`src/rtl/input_fifo_handshake.sv`:
```
// Router input-port flit buffer: RTS/CTS capture into a circular FIFO.
// The head flit is popped on any output-arbiter grant.
module input_fifo_handshake #(
  parameter int unsigned DATA_WIDTH = 32,
  parameter int unsigned DEPTH      = 4
) (
  input  logic                          clk,
  input  logic                          rst,
  input  logic                          DRTS,
  input  logic [DATA_WIDTH-1:0]         RX,
  output logic                          CTS,
  input  logic                          read_en_N,
  input  logic                          read_en_E,
  input  logic                          read_en_W,
  input  logic                          read_en_S,
  input  logic                          read_en_L,
  output logic [DATA_WIDTH-1:0]         Data_out,
  output logic                          empty,
  output logic                          full,
  output logic [$clog2(DEPTH):0]        count
);

  localparam int unsigned PTR_W = $clog2(DEPTH);
  localparam int unsigned CNT_W = $clog2(DEPTH) + 1;

  logic [DATA_WIDTH-1:0] mem_q [DEPTH];
  logic [DATA_WIDTH-1:0] mem_d [DEPTH];
  logic [PTR_W-1:0]      rd_ptr_q, rd_ptr_d;
  logic [PTR_W-1:0]      wr_ptr_q, wr_ptr_d;
  logic [CNT_W-1:0]      count_q, count_d;
  logic                  cts_q, cts_d;
  logic                  accept_c;
  logic                  read_c;

  // Status flags decode straight from the registered occupancy.
  assign empty    = (count_q == CNT_W'(0));
  assign full     = (count_q == CNT_W'(DEPTH));
  assign count    = count_q;
  assign CTS      = cts_q;
  assign Data_out = mem_q[rd_ptr_q];

  // CTS high blocks a new accept, so inbound flits are at least two cycles apart.
  assign accept_c = DRTS & ~cts_q & ~full;
  assign read_c   = (read_en_N | read_en_E | read_en_W | read_en_S | read_en_L) & ~empty;

  always_comb begin
    mem_d    = mem_q;
    rd_ptr_d = rd_ptr_q;
    wr_ptr_d = wr_ptr_q;
    count_d  = count_q;
    cts_d    = accept_c;
    if (accept_c) begin
      mem_d[wr_ptr_q] = RX;
      wr_ptr_d        = wr_ptr_q + PTR_W'(1);
    end
    if (read_c) begin
      rd_ptr_d = rd_ptr_q + PTR_W'(1);
    end
    case ({accept_c, read_c})
      2'b10:   count_d = count_q + CNT_W'(1);
      2'b01:   count_d = count_q - CNT_W'(1);
      default: count_d = count_q;
    endcase
  end

  always_ff @(posedge clk or negedge rst) begin
    if (!rst) begin
      mem_q    <= '{default: '0};
      rd_ptr_q <= '0;
      wr_ptr_q <= '0;
      count_q  <= '0;
      cts_q    <= 1'b0;
    end else begin
      mem_q    <= mem_d;
      rd_ptr_q <= rd_ptr_d;
      wr_ptr_q <= wr_ptr_d;
      count_q  <= count_d;
      cts_q    <= cts_d;
    end
  end

endmodule

```
`config.mk`:
```
export PLATFORM = sky130hd
export DESIGN_NAME = input_fifo_handshake
export DESIGN_NICKNAME = d
export VERILOG_FILES = /design/src/rtl/input_fifo_handshake.sv
export SDC_FILE = /design/constraint.sdc
export NUM_CORES = 1
export LEC_CHECK = 0
export ABC_CLOCK_PERIOD_IN_PS = 2900
export CAP_MARGIN = 10
export CORE_MARGIN = 5
export CORE_UTILIZATION = 64
export CTS_CLUSTER_SIZE = 40
export DETAILED_ROUTE_END_ITERATION = 6
export DONT_BUFFER_PORTS = 1
export GPL_ROUTABILITY_DRIVEN = 1
export GPL_TIMING_DRIVEN = 0
export PLACE_DENSITY = 0.86
export SYNTH_ARGS = -nofsm -noshare
export SYNTH_HDL_FRONTEND = slang
export SYNTH_SLANG_ARGS = --single-unit
export TNS_END_PERCENT = 1
```
`constraint.sdc`:
```
create_clock -name clk -period 2.9 [get_ports clk]
set_clock_uncertainty 0.2 [all_clocks]
set_input_delay 0.29 -clock clk [delete_from_list [all_inputs] [get_ports clk]]
set_output_delay 0.29 -clock clk [all_outputs]
set_load 0.03 [all_outputs]
```
==> impl_results.md, run 1 <==
- Status: finished, violations left
- Failing checks: hold timing
- Met1 Usage GRT: 0.271
- CTS root buffer: clkbuf_8
- Maximum vdd drop: 0.789 mV
- Req. time, crit path: 2.41 ns
- Largest net degree at the start of global routing: 137
- Final setup violation count: 0
- Max-Slew Margin vs Limit: 0.515
- Top area cells in the synthesized netlist: dfrtp_1 52%, mux2_4 27%, mux4_2 11%, buf_12 3.6%, mux2_2 1.5%
- Share of cells above drive strength 1: 0.507
- Register bit count reported by yosys: 136
- P_leak: 0.00342 uW
- Synth Area per Inst: 18.7 um2
- Io pins: 78
- HP Class: in -> async
- Syn Std Cell Area: 6610 um2
- Final nets: 454
- Area leader, netlist: dfrtp_1
- Total GRT Usage: 0.214
- Final Critical Period: 2.76 ns
- Cts bufs inserted: 17
- Worst path arrival time: 2.27 ns
- Area of the die: 12500 um2
- Die span in y: 112 um
- Critical path endpoint category: output pin
- # hold bufs at CTS: 36
- DIE WIDTH: 112 um
- Starting Density: 0.649
- Worst-path clk slew: 0.06 ns
- Final worst slack: 0.138 ns
- Initial antenna violation count: 0
- Routed Antenna Nets: 0
- CTS tree: yes
- Overflow after GRT: 0
- Fmax: 362 MHz
- Vias in the first global route: 3760
- Clk buf depth: 2
- Via Count: 3291
- Startpoint type of the worst setup path: register
- GPL Wtd Cong: 0.691
- Via density: 5.92
- Post-route DRC: 0
- Number of H-tree levels: 4
- Met3 Track Usage GR: 0.0799
- Maxcap violations: 0
- TritonRoute pass-1 iters: 4
- Tcrit/Tclk final: 0.952
- Max Slew Vio Count: 0
- Syn Nets: 399
- Buffers on Ports: 0
- First-pass GRT wire length: 20600 um
- Slew @ Worst Pin: 0.728 ns
- N_diodes: 0
- Pre-CTS setup slack: 0.0269 ns
- Filler cells: 586
- Yosys warns: 0
- Synth cell types: 21
- Critical path fanouts, max: 10
- Wire per inst: 22.4 um
- Worst Setup SP: rd_ptr_q[1]
- Final TNS setup: 0 ns
- Post-synth top area share: 0.515
- Type of the worst setup path: reg -> out
- Design Power: 10400 uW
- Startpoint of the worst register-to-register path: count[2]
- Row cnt: 37
- Final core area utilization: 0.761
- Met2 Use GR: 0.349
- Grt peak-use layer: met2
- WL final: 12500 um
- Placeable Area: 10200 um2
- DP Wirelength: 7630 um
- RSZ-0062 raised after global routing: false
- Pwr Density: 1340 nW/um2
- Share of the yosys chip area belonging to registers: 0.515
- Initial drt markers: 142
- Sink Count: 136
- Post-Synthesis Cells: 353
- Worst hold slack: -0.736 ns
- Area growth, synth to finish: 17.3%
- Hold Fails Final Rpt: 136
- Clk_lat worst skew: 0.52 ns
==> critical path: stages (launching register included) <==
cell      delay (ns)
dfrtp_1         0.34
clkbuf_1        0.26
clkbuf_1        0.60
mux4_2          0.54
==> final cells by class <==
class,count,area [um2],area share
inverters,7,26.3,0.00339
flip-flops and latches,136,3400,0.439
clock buffers,24,490,0.0633
repair buffers,36,360,0.0465
clock inverters,7,115,0.0149
well taps,136,170,0.0220
multi-input cells,186,2880,0.371
plain buffers,24,308,0.0397
==> Yosys cell counts (all sizes together) <==
master	number
a21oi	1
nor3b	2
ha	5
inv	7
mux4	32
buf	20
dfrtp	136
nor2	2
mux2	129
mux2i	1
clkbuf	4
nor4bb	4
fa	1
xor2	3
nor3	2
a211oi	1
xnor2	3
==> registers in the layout, indices dropped and copies added, names as in the netlist <==
name / count
CTS: 1
count: 3
mem_q: 128
rd_ptr_q: 2
wr_ptr_q: 2
==> path summary, 6_finish.rpt <==
kind / end / slack [ns] / cells past startpoint
setup / recovery: Data_out[20] / 0.14 / 3
hold / removal: mem_q[124] / -0.74 / 0
setup reg to reg: count[2] / 0.19 / 9
hold reg to reg: mem_q[53] / 0.30 / 1
max in group asynchronous: mem_q[104] / 3.10 / 0
min in group clk: rd_ptr_q[1] / 0.06 / 3
==> metrics by stage <==
stage,cell area (um2),std cells,hold WS [ns]
finish,7750,556,-0.736
global route,7750,556,-0.770
CTS,7740,556,-0.759
detailed placement,6780,489,-0.199
global placement,6780,489,-0.200
floorplan,6610,353,-0.206
==> layer usage <==
metal,routed length [um],part of all wire
met1,5320,0.43
met2,6330,0.51
met3,739,0.059
met4,82,0.0066
met5,0,0
==> cells in the final DEF (no fill, tap or decap) <==
cell type / Yosys / routed
a211oi_1: 1 / 1
a21oi_1: 1 / 1
buf_12: 12 / 12
buf_2: 3 / 3
buf_4: 5 / 5
bufinv_16: 0 / 3
clkbuf_1: 4 / 6
clkbuf_16: 0 / 16
clkbuf_8: 0 / 6
clkinv_2: 0 / 2
clkinvlp_4: 0 / 2
dfrtp_1: 136 / 136
dlygate4sd3_1: 0 / 36
fa_1: 1 / 1
ha_1: 5 / 5
inv_1: 7 / 7
mux2_2: 9 / 9
mux2_4: 120 / 120
mux2i_1: 1 / 1
mux4_2: 32 / 32
nor2_1: 2 / 2
nor3_1: 2 / 1
nor3_2: 0 / 1
nor3b_2: 1 / 1
nor3b_4: 1 / 1
nor4bb_1: 4 / 4
xnor2_1: 3 / 3
xor2_1: 3 / 3
==> report_power, final <==
group	total [uW]	internal [uW]	switching (uW)
registers	3510	2880	626
clock network	2180	1420	765
logic	4700	2500	2200
==> repair_timing <==
| action | 4_1_cts | 5_1_grt |
|---|---|---|
| endpoints found under the hold margin | 269 | 136 |
| gates resized for setup | 0 | 1 |
| setup endpoints to repair | 0 | 3 |
| setup buffers | 0 | 0 |
==> cell families after synthesis <==
family	Yosys count	synth area share
mux	162	0.399
flops	136	0.515
buf+inv	31	0.0506
simple gates	10	0.0134
xor+xnor	6	0.00795
fa+ha+maj	6	0.0125
compound gates	2	0.00189
Power figures use the tool's default switching activity.
==> run 2: changes to the inputs <==
--- a/config.mk
+++ b/config.mk
@@ -14,7 +14,7 @@
 export DONT_BUFFER_PORTS = 1
 export GPL_ROUTABILITY_DRIVEN = 1
 export GPL_TIMING_DRIVEN = 0
-export PLACE_DENSITY = 0.86
+export PLACE_DENSITY = 0.8
 export SYNTH_ARGS = -nofsm -noshare
 export SYNTH_HDL_FRONTEND = slang
 export SYNTH_SLANG_ARGS = --single-unit
==> impl_results.md, run 2 (synthesized netlist as in run 1, its figures left out) <==
- Status: finished, violations left
- Failing checks: hold timing
- Sequential Area: 3410 um2
- HP Class: in -> async
- Die span in y: 112 um
- Cts bufs inserted: 17
- Area growth, synth to finish: 16.6%
- CP dominant cell by count: clkbuf_1
- Non-Filler Instances: 556
- Fmax: 360 MHz
- Max-Slew Margin vs Limit: 0.529
- Worst Setup SP: rd_ptr_q[1]
- RR Endpoint: count[2]
- Startpoint type of the worst setup path: register
- Number of flip-flops in the largest register: 128
- CTS tree: yes
- P_leak: 0.00341 uW
- RSZ-0062 raised after global routing: false
- TritonRoute pass-1 iters: 4
- Max Slew Vio Count: 0
- N_diodes: 0
- Startpoint of the worst register-to-register path: count[1]
- Via Count: 3243
- Initial antenna violation count: 0
- Starting Density: 0.649
- Most frequent cells in the layout: 134 x dfrtp_1, 120 x mux2_4, 38 x dlygate4sd3_1
- Slowest-stage cell, CP: clkbuf_1
- R2R Setup Slk: 0.18 ns
- First-pass GRT wire length: 20900 um
- Biggest register: mem_q
- Placeable Area: 10200 um2
- Critical path fanouts, max: 10
- CTS root buffer: clkbuf_8
- Slew @ Worst Pin: 0.706 ns
- Worst-path clk slew: 0.06 ns
- Row cnt: 37
- Dpl cells: 489
- Worst path arrival time: 2.29 ns
- DP Wirelength: 7650 um
- Clk_lat worst skew: 0.52 ns
- Share of cells above drive strength 1: 0.507
- Routed Antenna Nets: 0
- DIE WIDTH: 112 um
- Post-route DRC: 0
- Initial drt markers: 162
- Final instance area: 7710 um2
- Overflow after GRT: 0
- Critical Path Stages: 3
- WL final: 12500 um
- Maximum vdd drop: 0.734 mV
- Wire per inst: 22.5 um
- Vias in the first global route: 3788
- Io pins: 78
- Total GRT Usage: 0.218
- Area of the die: 12500 um2
- Type of the worst setup path: reg -> out
- Sink Count: 136
- Final nets: 456
- Setup Fix Bufs, Post-CTS: 0
- Tcrit/Tclk final: 0.959
- CP delay by family, top: buffers and inverters
- Area of the multi-input gates: 2880 um2
- Req. time, crit path: 2.41 ns
- Final Critical Period: 2.78 ns
- # hold bufs at CTS: 38
- Commonest non-fill, non-tap cell in the layout: dfrtp_1
- GPL Wtd Cong: 0.726
- Worst hold slack: -0.739 ns
- Clk buf depth: 2
- Crit-path cells: clkbuf_1, clkbuf_1, mux4_2
- Number of H-tree levels: 4
- R2R depth: 9
- Critical path endpoint category: output pin
- Hold Fails Final Rpt: 136
- Post-DP Area: 6780 um2
- Pwr Density: 1320 nW/um2
- Largest net degree at the start of global routing: 137
- Maxcap violations: 0
- Buffers on Ports: 0
- Max incr delay on CP: 0.59 ns
- Final setup violation count: 0
- CP Capture Point: Data_out[20]
- Filler cells: 603
- Via density: 5.83
- WP buf/inv: 2
[run 2: changes by cell type in the layout (fill, tap and decap cells not counted)]
| cell | before | now |
|---|---|---|
| bufinv_16 | 3 | 0 |
| clkbuf_8 | 6 | 9 |
| clkinvlp_4 | 2 | 0 |
| dfrtp_1 | 136 | 134 |
| dfrtp_2 | 0 | 2 |
| dlygate4sd3_1 | 36 | 38 |
[run 2: area by class of cell]
| class | count | area share |
|---|---|---|
| Timing Repair Buffer | 38 | 0.0494 |
| Clock buffer | 27 | 0.0690 |
| Multi-Input combinational cell | 186 | 0.373 |
| Inverter | 7 | 0.00341 |
| Clock inverter | 2 | 0.00130 |
| Sequential cell | 136 | 0.442 |
| Buffer | 24 | 0.0399 |
| Tap cell | 136 | 0.0221 |
[run 2: power by group]
part           switching, uW  internal (uW)
Sequential               633           2880
Clock                    734           1220
Combinational           2200           2500
Total                   3560           6600
[run 2: worst min path at each step]
| stage | to | slack (ns) | cells past startpoint |
|---|---|---|---|
| after global routing | mem_q[93] | -0.77 | 0 |
| after floorplan | CTS | -0.21 | 0 |
| after global placement | mem_q[123] | -0.20 | 0 |
| after detailed placement | mem_q[123] | -0.20 | 0 |
| after CTS | mem_q[91] | -0.76 | 0 |
| final | mem_q[91] | -0.74 | 0 |
[run 2: worst register-to-register path, cell delays in order, from the launching register on]
cell     delay (ns)
dfrtp_1        0.56
nor3b_4        0.58
nor3b_2        0.16
inv_1          0.10
ha_1           0.18
inv_1          0.06
fa_1           0.37
xor2_1         0.16
nor2_1         0.13
xor2_1         0.15
[run 2: timing repair]
| action | 4_1_cts | 5_1_grt |
|---|---|---|
| pin swaps | 0 | 1 |
| setup endpoints to repair | 1 | 1 |
| gates cloned | 0 | 0 |
| gates resized for setup | 1 | 2 |
| endpoints found under the hold margin | 269 | 136 |
[run 2: per-layer routing]
metal  track usage  vias to the layer above  share of wire
li1              -                     1408              -
met5             0                        -              0
met4        0.0933                        0          0.014
met2         0.357                       72           0.51
met1         0.277                     1752           0.44
met3        0.0598                       11          0.043
[run 2: metrics by stage]
| stage | util | hold WS [ns] | TNS [ns] | setup slack [ns] | power, uW |
|---|---|---|---|---|---|
| 6_report | 0.757 | -0.739 | 0 | 0.120 | 10200 |
| 5_1_grt | 0.757 | -0.767 | 0 | 0.00187 | 10700 |
| 4_1_cts | 0.757 | -0.760 | 0 | 0.0661 | 10300 |
| 3_5_place_dp | 0.665 | -0.201 | -0.0405 | -0.0405 | 8170 |
| 3_3_place_gp | 0.665 | -0.201 | 0 | 0.0479 | 8010 |
| 2_1_floorplan | - | -0.206 | 0 | 0.213 | 7470 |
